**config.mk**
```make
export PLATFORM = sky130hd
export DESIGN_NAME = adc_frame_serializer
export DESIGN_NICKNAME = d
export VERILOG_FILES = /design/src/rtl/adc_frame_serializer.sv
export SDC_FILE = /design/constraint.sdc
export NUM_CORES = 1
export LEC_CHECK = 0
export ABC_CLOCK_PERIOD_IN_PS = 18800
export CAP_MARGIN = 20
export CORE_ASPECT_RATIO = 1.5
export CORE_MARGIN = 1.5
export CORE_UTILIZATION = 38
export DETAILED_ROUTE_END_ITERATION = 6
export GPL_TIMING_DRIVEN = 0
export HOLD_SLACK_MARGIN = 0.03
export PLACE_DENSITY = 0.63
export SETUP_SLACK_MARGIN = 0.4
export SYNTH_ARGS = -nofsm -noshare
export SYNTH_HDL_FRONTEND = slang
export SYNTH_SLANG_ARGS = --single-unit
```
**constraint.sdc**
```tcl
create_clock -name CLK -period 18.8 [get_ports CLK]
set_input_delay 3.76 -clock CLK [delete_from_list [all_inputs] [get_ports CLK]]
set_output_delay 3.76 -clock CLK [all_outputs]
set_load 0.1 [all_outputs]
```
**src/rtl/adc_frame_serializer.sv**
```systemverilog
// Two-entry ping-pong frame buffer streamed as {header, NCH samples} words over valid/ready.
// Define ADC_FRAME_TRAILER_EN to append a per-frame XOR checksum word (DOUT_LAST moves to it).
module adc_frame_serializer #(
  parameter int unsigned NCH     = 20,
  parameter logic [3:0]  HDR_TAG = 4'hA
) (
  input  logic             CLK,
  input  logic             RESET_N,
  input  logic             ENABLE,
  input  logic [NCH*16-1:0] DIN,
  input  logic             DIN_VALID,
  output logic [15:0]      DOUT,
  output logic             DOUT_VALID,
  input  logic             DOUT_READY,
  output logic             DOUT_LAST,
  output logic [11:0]      FRAME_CNT,
  output logic [15:0]      OVERFLOW_CNT,
  output logic             BUSY
);

  localparam int unsigned   IW       = (NCH > 1) ? $clog2(NCH) : 1;
  localparam logic [IW-1:0] LAST_IDX = IW'(NCH - 1);

`ifdef ADC_FRAME_TRAILER_EN
  typedef enum logic [1:0] {S_IDLE, S_HEADER, S_DATA, S_TRAILER} state_t;
`else
  typedef enum logic [1:0] {S_IDLE, S_HEADER, S_DATA} state_t;
`endif

  state_t        r_state;
  logic [15:0]   r_buf [2][NCH];
  logic [11:0]   r_tag [2];
  logic          r_wptr;
  logic          r_rptr;
  logic [1:0]    r_occ;
  logic [IW-1:0] r_idx;
  logic [11:0]   r_frame_cnt;
  logic [15:0]   r_ovf;

  logic          w_fire;
  logic          w_cap;
  logic          w_pop;
  logic          w_push;
  logic          w_next_pend;
  logic [11:0]   w_next_tag;

`ifdef ADC_FRAME_TRAILER_EN
  logic [15:0]   r_xor [2];
  logic [15:0]   w_din_xor;

  always_comb begin
    w_din_xor = '0;
    for (int unsigned i = 0; i < NCH; i++) w_din_xor = w_din_xor ^ DIN[16*i +: 16];
  end

  assign w_pop = w_fire & (r_state == S_TRAILER);
`else
  assign w_pop = w_fire & (r_state == S_DATA) & (r_idx == LAST_IDX);
`endif

  assign w_fire = DOUT_VALID & DOUT_READY;
  assign w_cap  = DIN_VALID & ENABLE;
  // A full buffer still accepts when the slot being read is released this same cycle.
  assign w_push = w_cap & ((r_occ != 2'd2) | w_pop);
  // After a pop, something remains if the buffer was full or a frame arrives now.
  assign w_next_pend = (r_occ == 2'd2) | w_push;
  assign w_next_tag  = (r_occ == 2'd2) ? r_tag[~r_rptr] : r_frame_cnt;

  assign FRAME_CNT    = r_frame_cnt;
  assign OVERFLOW_CNT = r_ovf;
  assign BUSY         = (r_occ != 2'd0) | (r_state != S_IDLE);

  always_ff @(posedge CLK) begin
    if (w_push) begin
      for (int unsigned i = 0; i < NCH; i++) r_buf[r_wptr][i] <= DIN[16*i +: 16];
      r_tag[r_wptr] <= r_frame_cnt;
`ifdef ADC_FRAME_TRAILER_EN
      r_xor[r_wptr] <= w_din_xor;
`endif
    end
  end

  always_ff @(posedge CLK or negedge RESET_N) begin
    if (!RESET_N) begin
      r_state     <= S_IDLE;
      r_idx       <= '0;
      r_wptr      <= 1'b0;
      r_rptr      <= 1'b0;
      r_occ       <= '0;
      r_frame_cnt <= '0;
      r_ovf       <= '0;
      DOUT        <= '0;
      DOUT_VALID  <= 1'b0;
      DOUT_LAST   <= 1'b0;
    end else begin
      if (w_push) r_wptr <= ~r_wptr;
      if (w_pop)  r_rptr <= ~r_rptr;
      r_occ <= r_occ + {1'b0, w_push} - {1'b0, w_pop};
      if (w_cap) begin
        r_frame_cnt <= r_frame_cnt + 12'd1;
        if (!w_push && (r_ovf != '1)) r_ovf <= r_ovf + 16'd1;
      end

      case (r_state)
        S_IDLE: begin
          if (r_occ != 2'd0) begin
            r_state    <= S_HEADER;
            DOUT       <= {HDR_TAG, r_tag[r_rptr]};
            DOUT_VALID <= 1'b1;
            DOUT_LAST  <= 1'b0;
          end
        end
        S_HEADER: begin
          if (w_fire) begin
            r_state <= S_DATA;
            r_idx   <= '0;
            DOUT    <= r_buf[r_rptr][0];
`ifdef ADC_FRAME_TRAILER_EN
            DOUT_LAST <= 1'b0;
`else
            DOUT_LAST <= (LAST_IDX == '0);
`endif
          end
        end
        S_DATA: begin
          if (w_fire) begin
            if (r_idx != LAST_IDX) begin
              r_idx <= r_idx + 1'b1;
              DOUT  <= r_buf[r_rptr][r_idx + 1'b1];
`ifndef ADC_FRAME_TRAILER_EN
              DOUT_LAST <= (r_idx + 1'b1 == LAST_IDX);
`endif
            end
`ifdef ADC_FRAME_TRAILER_EN
            else begin
              r_state   <= S_TRAILER;
              DOUT      <= r_xor[r_rptr];
              DOUT_LAST <= 1'b1;
            end
`endif
          end
        end
`ifdef ADC_FRAME_TRAILER_EN
        S_TRAILER: ;
`endif
        default: r_state <= S_IDLE;
      endcase

      // Frame completion overrides the per-state update so the next header follows with no gap.
      if (w_pop) begin
        if (w_next_pend) begin
          r_state    <= S_HEADER;
          DOUT       <= {HDR_TAG, w_next_tag};
          DOUT_VALID <= 1'b1;
          DOUT_LAST  <= 1'b0;
        end else begin
          r_state    <= S_IDLE;
          DOUT       <= '0;
          DOUT_VALID <= 1'b0;
          DOUT_LAST  <= 1'b0;
        end
      end
    end
  end

endmodule

```
==> out/qor.csv, run 1 <==
stage,metric,value,unit
yosys,Synth Instances,1468,
routing,DRT antenna net count,0,
cts,CTS Buf Count,73,
global_route,first-pass GRT wire length,120,mm
finish,fill count,6377,
timing,unrepaired setup endpoints after global routing,false,
timing,setup ws final,12110,ps
global_route,initial antenna violation count,10,
critical_path,crit path kind,reg2out,
yosys,Synth cell types,64,
worst_hold_path,Hold Crit Start,OVERFLOW_CNT[12]$_DFFE_PN0P_,
critical_path,crit path capture type,primary output,
timing,final hold violation count,0,
yosys,leading area contributor after synthesis,edfxtp_1,
critical_path,crit path from,r_state[1]$_DFFE_PN0P_,
cts,clk slew on worst S/H paths,60,ps
timing,clock skew,20.3,ps
placed_design,Final Wtd Congestion,0.898,
routing,starting DRC count in detailed routing,1184,
critical_path,Worst Path Max Fanout,3,
timing,"Setup violations, final",0,
critical_path,critical path required time,15040,ps
yosys,Yosys top cell area share,0.678,
critical_path,Worst Reg-to-Reg Cells,13,
yosys,Ys Warns,0,
worst_hold_path,Hold WC Path Type,reg2reg,
timing,setup TNS,0,ps
critical_path,crit start category,register,
routing,drc violations,0,
critical_path,internal reg-to-reg setup slack,13820,ps
critical_path,r2r startpoint,r_idx[0]$_DFFE_PN0P_,
routing,final wirelength,84.3,mm
cts,CTS resizes,0,
placed_design,pre-CTS WS,11570,ps
power,Peak VDD IR,0.106,mV
timing,worst slew pin tran,1150,ps
outcome,outcome,completed,
yosys,synth top area cells,"edfxtp_1 (68%), mux4_2 (10%), dfrtp_1 (4.9%)",
finish,Multi-input gate area,7520,um^2
power,Tot Pwr,5.36,mW
yosys,asr flop ratio synth,0.0791,
critical_path,Reg2Reg Capture Point,DOUT[3]$_DFFE_PN0P_,
cts,# Post-CTS Setup Buffers,0,
finish,Seq. cell area,21400,um^2
yosys,synthesized area,29400,um^2
finish,synthesis-to-finish area growth,26.8,%
global_route,GRT Total Usage,0.214,
critical_path,crit path DAT,2930,ps
floorplanning,starting density of the core,0.384,
floorplanning,area of the die,79100,um^2
finish,post-route cell area,37300,um^2
floorplanning,Die X,230,um
timing,Final Slew Violations,0,
cts,Post-CTS Hold Buffers,0,
yosys,Post-Synthesis Net Count,1803,
timing,crit share post-route,0.356,
yosys,"Seq/Total Area, Yosys",0.727,
floorplanning,Die Ht,344,um
placed_design,Port Buffers,371,
routing,Vias/cell,5.37,
placed_design,Post-Place Cell Area,34900,um^2
cts,worst-skew pair later-pin latency,640,ps
finish,layout cell share with drive strength beyond 1,0.202,
power,PwrDens,144,nW/um^2
worst_hold_path,Hold Path End,OVERFLOW_CNT[12]$_DFFE_PN0P_,
run,max cap viols,0,
cts,CTS tree,yes,
cts,clock sink total,721,
finish,post-route core utilization,0.487,
yosys,Post-synth top flop,edfxtp_1,
finish,fin nets,2273,
timing,Achievable Freq,149,MHz
yosys,"EDFF count, synth",664,
yosys,syn avg cell area,20.0,um^2
global_route,largest net degree at the start of global routing,58,
floorplanning,Site Rows,124,
placed_design,DP HPWL,61.9,mm
global_route,Overflow after GRT,0,
routing,drt first pass iters,7,
yosys,Synth Register Bits,721,
floorplanning,IO Pins,372,
global_route,vias in the first global route,17600,
worst_hold_path,worst hold stages,1,
routing,wire per inst,28.0,um
routing,routed vias,16200,
timing,Max-slew headroom,0.230,
timing,post-layout minimum cycle time,6690,ps
cts,Clock Tree Buf Depth,3,
cts,root buffer cell,clkbuf_16,
cts,H-tree depth,3,
floorplanning,core area,76500,um^2
power,leakage,12.2,nW
worst max path at each step:
stage                                          to  depth (start not counted)
after floorplan             r_buf[0][0]$_DFFE_PP_                          4
after global placement    r_buf[0][102]$_DFFE_PP_                          5
after detailed placement   r_buf[0][68]$_DFFE_PP_                          9
after CTS                                    BUSY                          4
after global routing      r_buf[0][104]$_DFFE_PP_                          9
final                                        BUSY                          4
cells in the final DEF (no fill, tap or decap), drive strengths merged, types with 5 or more instances in the layout:
| master | n |
|---|---|
| a21oi | 14 |
| a221oi | 11 |
| a311oi | 11 |
| a31oi | 7 |
| and2 | 16 |
| and3 | 6 |
| buf | 85 |
| bufinv | 5 |
| clkbuf | 108 |
| clkdlybuf4s50 | 370 |
| clkinv | 32 |
| dfrtp | 57 |
| diode | 5 |
| edfxtp | 664 |
| ha | 10 |
| inv | 17 |
| mux2 | 55 |
| mux2i | 65 |
| mux4 | 158 |
| nand2 | 33 |
| nand3 | 22 |
| nand4 | 8 |
| nor2 | 31 |
| nor2b | 17 |
| nor3 | 7 |
| o211ai | 13 |
| o21a | 12 |
| o21ai | 20 |
| o22ai | 36 |
| o32ai | 11 |
| or3 | 13 |
| xnor2 | 23 |
| xor2 | 12 |
cells in the mapped netlist (3+ instances only):
library cell / n
a21oi_1: 14
a221oi_2: 11
a22o_1: 4
a311oi_1: 11
a31oi_1: 6
and2_1: 15
and3_1: 6
and4_1: 4
buf_1: 6
buf_2: 28
buf_4: 14
buf_6: 10
clkbuf_1: 23
dfrtp_1: 57
edfxtp_1: 664
ha_1: 10
inv_1: 8
mux2_2: 55
mux2i_1: 65
mux4_1: 24
mux4_2: 134
nand2_1: 33
nand2b_1: 3
nand3_1: 22
nand4_1: 8
nor2_1: 31
nor2b_1: 17
nor3_1: 6
nor3b_1: 3
nor4_1: 3
o211ai_1: 13
o21a_1: 12
o21ai_0: 18
o22ai_1: 36
o31ai_1: 3
o32ai_1: 11
or3_1: 13
xnor2_1: 23
xor2_1: 11
final cells by class:
| cell class | count | share of cell area |
|---|---|---|
| timing repair buffer | 395 | 0.114 |
| sequential | 721 | 0.573 |
| clock inverter | 50 | 0.0121 |
| tap | 1008 | 0.0338 |
| buffer | 83 | 0.0136 |
| multi-input combinational | 656 | 0.202 |
| inverter | 8 | 0.000806 |
| antenna | 5 | 0.000336 |
| clock buffer | 85 | 0.0508 |
flip-flops by register name (all words and copies together) (netlist names):
register      flops
r_buf           640
r_tag            24
DOUT             16
OVERFLOW_CNT     16
FRAME_CNT        12
r_idx             5
r_occ             2
r_state           2
DOUT_LAST         1
DOUT_VALID        1
r_rptr            1
r_wptr            1
critical path, cell delays in order, from the launching register on:
cell and delay (ps):
dfrtp_1 410, inv_1 110, ha_1 230, or3b_2 520, clkdlybuf4s50_1 1040
routing by layer:
| metal | wire [um] | part of all wire | GRT usage | vias to the layer above |
|---|---|---|---|---|
| met3 | 4960 | 0.059 | 0.0491 | 154 |
| met1 | 31400 | 0.37 | 0.246 | 8379 |
| met2 | 44500 | 0.53 | 0.382 | 549 |
| li1 | - | - | - | 7079 |
| met5 | 80 | 0.00095 | 0 | - |
| met4 | 3410 | 0.040 | 0.0940 | 12 |
where the power goes:
| group | switching, mW | total, mW | internal, mW |
|---|---|---|---|
| clock network | 0.634 | 1.44 | 0.802 |
| registers | 0.0829 | 2.08 | 2.00 |
| logic | 1.14 | 1.84 | 0.705 |
| total | 1.85 | 5.36 | 3.50 |
kinds of logic after synthesis:
kind of cell | count (synthesis) | share of synthesized area
and+or+nand+nor | 175 | 0.0320
muxes | 278 | 0.167
adders and majority gates | 10 | 0.00426
xor gates and xnor gates | 35 | 0.0107
buffers and inverters | 91 | 0.0183
DFF | 721 | 0.727
AOI/OAI and AO/OA | 158 | 0.0409
per-stage QoR:
stage          cells  hold slack, ps
2_1_floorplan   1468             468
3_3_place_gp    2847             464
3_5_place_dp    2871             478
4_1_cts         3006             494
5_1_grt         3010             532
6_report        3011             493
Note: power is estimated with default switching activity, not from simulation.
==> run 2, diff against run 1 <==
ABC_CLOCK_PERIOD_IN_PS = 5800   (was 18800)
PLACE_DENSITY = 0.66   (was 0.63)
clock period = 5.8 ns   (was 18.8 ns; I/O delays follow)
==> run 2 against run 1 <==
First-iteration DRC count fell by 17%. Cell count barely moved. Clock-buffer cell count increased by 6. Utilization decreased by 0.11 points. Die area unchanged. Cell area decreased by 0.23%. Non-clock buffer count unchanged. Routed wire length grew 0.15%. Combinational power increased to 3.3 times the previous value. Sequential cell count unchanged. Total power rose to 3.2 times the previous value.
==> out/qor.csv, run 2 (synthesized netlist as in run 1, its figures left out) <==
stage,metric,value,unit
outcome,outcome,completed,
finish,"commonest non-fill, non-tap cell in the layout",edfxtp_1,
critical_path,crit path DAT,5360,ps
finish,fin nets,2271,
cts,Clock Tree Buf Depth,3,
cts,root buffer cell,clkbuf_16,
cts,clk slew on worst S/H paths,60,ps
global_route,Overflow after GRT,0,
power,PwrDens,463,nW/um^2
cts,CTS Buf Count,71,
timing,crit share post-route,0.842,
floorplanning,area of the die,79100,um^2
finish,synthesis-to-finish area growth,26.5,%
timing,Max-slew headroom,0.211,
timing,"Setup violations, final",0,
routing,drc violations,0,
cts,H-tree depth,3,
timing,post-layout minimum cycle time,4890,ps
routing,starting DRC count in detailed routing,978,
finish,most frequent cells in the layout,"edfxtp_1 (664), clkdlybuf4s50_1 (370), mux4_2 (134), clkbuf_16 (75), mux2i_1 (65)",
cts,clock sink total,721,
critical_path,Worst Path Max Fanout,10,
global_route,first-pass GRT wire length,119,mm
floorplanning,Die Ht,344,um
placed_design,Final Wtd Congestion,0.865,
placed_design,DP HPWL,63.0,mm
critical_path,slowest cell on the critical path,clkbuf_1,
power,Peak VDD IR,0.251,mV
timing,worst slew pin tran,1180,ps
finish,Top Registers,"r_buf: 640 flops, r_tag: 24 flops",
routing,wire per inst,28.0,um
timing,Achievable Freq,205,MHz
critical_path,internal reg-to-reg setup slack,910,ps
critical_path,cell repeated most along the worst path,buf_2,
finish,"Most flops, register",r_buf,
routing,Vias/cell,5.34,
run,max cap viols,0,
critical_path,crit path capture type,register,
cts,# Post-CTS Setup Buffers,0,
global_route,vias in the first global route,17400,
routing,drt first pass iters,5,
global_route,GRT Total Usage,0.213,
critical_path,kind of cell adding the most delay to the critical path,buffers and inverters,
floorplanning,starting density of the core,0.384,
cts,Post-CTS Hold Buffers,0,
global_route,initial antenna violation count,18,
timing,final hold violation count,0,
floorplanning,core area,76500,um^2
worst_hold_path,Hold WC Path Type,reg2reg,
critical_path,critical path required time,6270,ps
timing,Final Slew Violations,0,
floorplanning,IO Pins,372,
cts,worst-skew pair later-pin latency,620,ps
timing,unrepaired setup endpoints after global routing,false,
floorplanning,Die X,230,um
finish,layout cell share with drive strength beyond 1,0.200,
finish,max reg flops,640,
placed_design,Port Buffers,371,
critical_path,WP buf/inv,7,
routing,final wirelength,84.4,mm
timing,setup ws final,915,ps
critical_path,crit path from,r_idx[0]$_DFFE_PN0P_,
critical_path,slowest cell delay on critical path,680,ps
routing,routed vias,16100,
cts,CTS resizes,0,
floorplanning,Site Rows,124,
power,Tot Pwr,17.2,mW
placed_design,pre-CTS WS,651,ps
cts,CTS tree,yes,
routing,DRT antenna net count,0,
worst_hold_path,Hold Crit Start,OVERFLOW_CNT[12]$_DFFE_PN0P_,
timing,clock skew,15.8,ps
critical_path,crit path kind,reg2reg,
global_route,largest net degree at the start of global routing,58,
critical_path,crit start category,register,
critical_path,r2r startpoint,r_idx[0]$_DFFE_PN0P_,
power,leakage,12.1,nW
critical_path,"Cell Chain, Critical Path",buf_6 -> buf_6 -> buf_2 -> inv_1 -> ha_1 -> buf_2 -> buf_2 -> clkbuf_1 -> mux4_2 -> mux2i_1 -> o22ai_1 -> a221oi_2 -> o22ai_1,
-- run 2: cell count changes in the layout (fill, tap and decap cells not counted), moves of 2 or more --
cell	previous run	this run
bufinv_16	5	2
clkinv_4	2	7
clkbuf_1	34	39
clkinvlp_4	4	1
clkinv_2	16	14
buf_16	6	4
inv_6	8	6
clkinv_8	3	0
clkinv_1	11	6
diode_2	5	15
-- run 2: metal layers --
metal,up-vias,global-route usage,part of all wire
met5,-,0,0.00062
met4,8,0.0948,0.035
met3,142,0.0452,0.058
met2,559,0.384,0.54
met1,8288,0.242,0.37
li1,7096,-,-
-- run 2: final cells by class --
| type | count | area (um^2) |
|---|---|---|
| well taps | 1008 | 1260 |
| multi-input cells | 656 | 7550 |
| clock inverters | 37 | 285 |
| diodes | 15 | 37.5 |
| repair buffers | 395 | 4210 |
| plain buffers | 83 | 509 |
| fillers | 6328 | 39300 |
| inverters | 8 | 30.0 |
| clock buffers | 91 | 1940 |
| flip-flops and latches | 721 | 21400 |
-- run 2: worst reg2reg max path, stage by stage, from the launching register on --
cell	delay (ps)
dfrtp_1	370
buf_6	180
buf_6	220
buf_2	380
inv_1	300
ha_1	360
buf_2	210
buf_2	430
clkbuf_1	700
mux4_2	420
mux2i_1	350
o22ai_1	300
a221oi_2	360
o22ai_1	170
-- run 2: where the power goes --
part | total (mW) | internal (mW) | switching (mW)
combinational | 6.00 | 2.29 | 3.72
sequential | 6.74 | 6.47 | 0.273
clock | 4.47 | 2.48 | 1.99
total | 17.2 | 11.2 | 5.98
-- run 2: final timing paths --
check	endpoint	cells after the start
max in group asynchronous	FRAME_CNT[11]$_DFFE_PN0P_	1
min	OVERFLOW_CNT[12]$_DFFE_PN0P_	1
max	DOUT[1]$_DFFE_PN0P_	13
max reg2reg	DOUT[1]$_DFFE_PN0P_	13
min reg2reg	OVERFLOW_CNT[12]$_DFFE_PN0P_	1
min in group asynchronous	OVERFLOW_CNT[8]$_DFFE_PN0P_	1
-- run 2: stage by stage --
| stage | TNS, ps | cell area [um^2] | cells | hold WS [ps] | util |
|---|---|---|---|---|---|
| global route | 0 | 37200 | 3013 | 523 | 0.486 |
| floorplan | -721570 | 29500 | 1468 | 474 | - |
| finish | 0 | 37200 | 3014 | 497 | 0.486 |
| CTS | 0 | 37100 | 2998 | 498 | 0.486 |
| detailed placement | 0 | 34900 | 2870 | 486 | 0.456 |
| global placement | -2683920 | 34400 | 2847 | 471 | 0.450 |
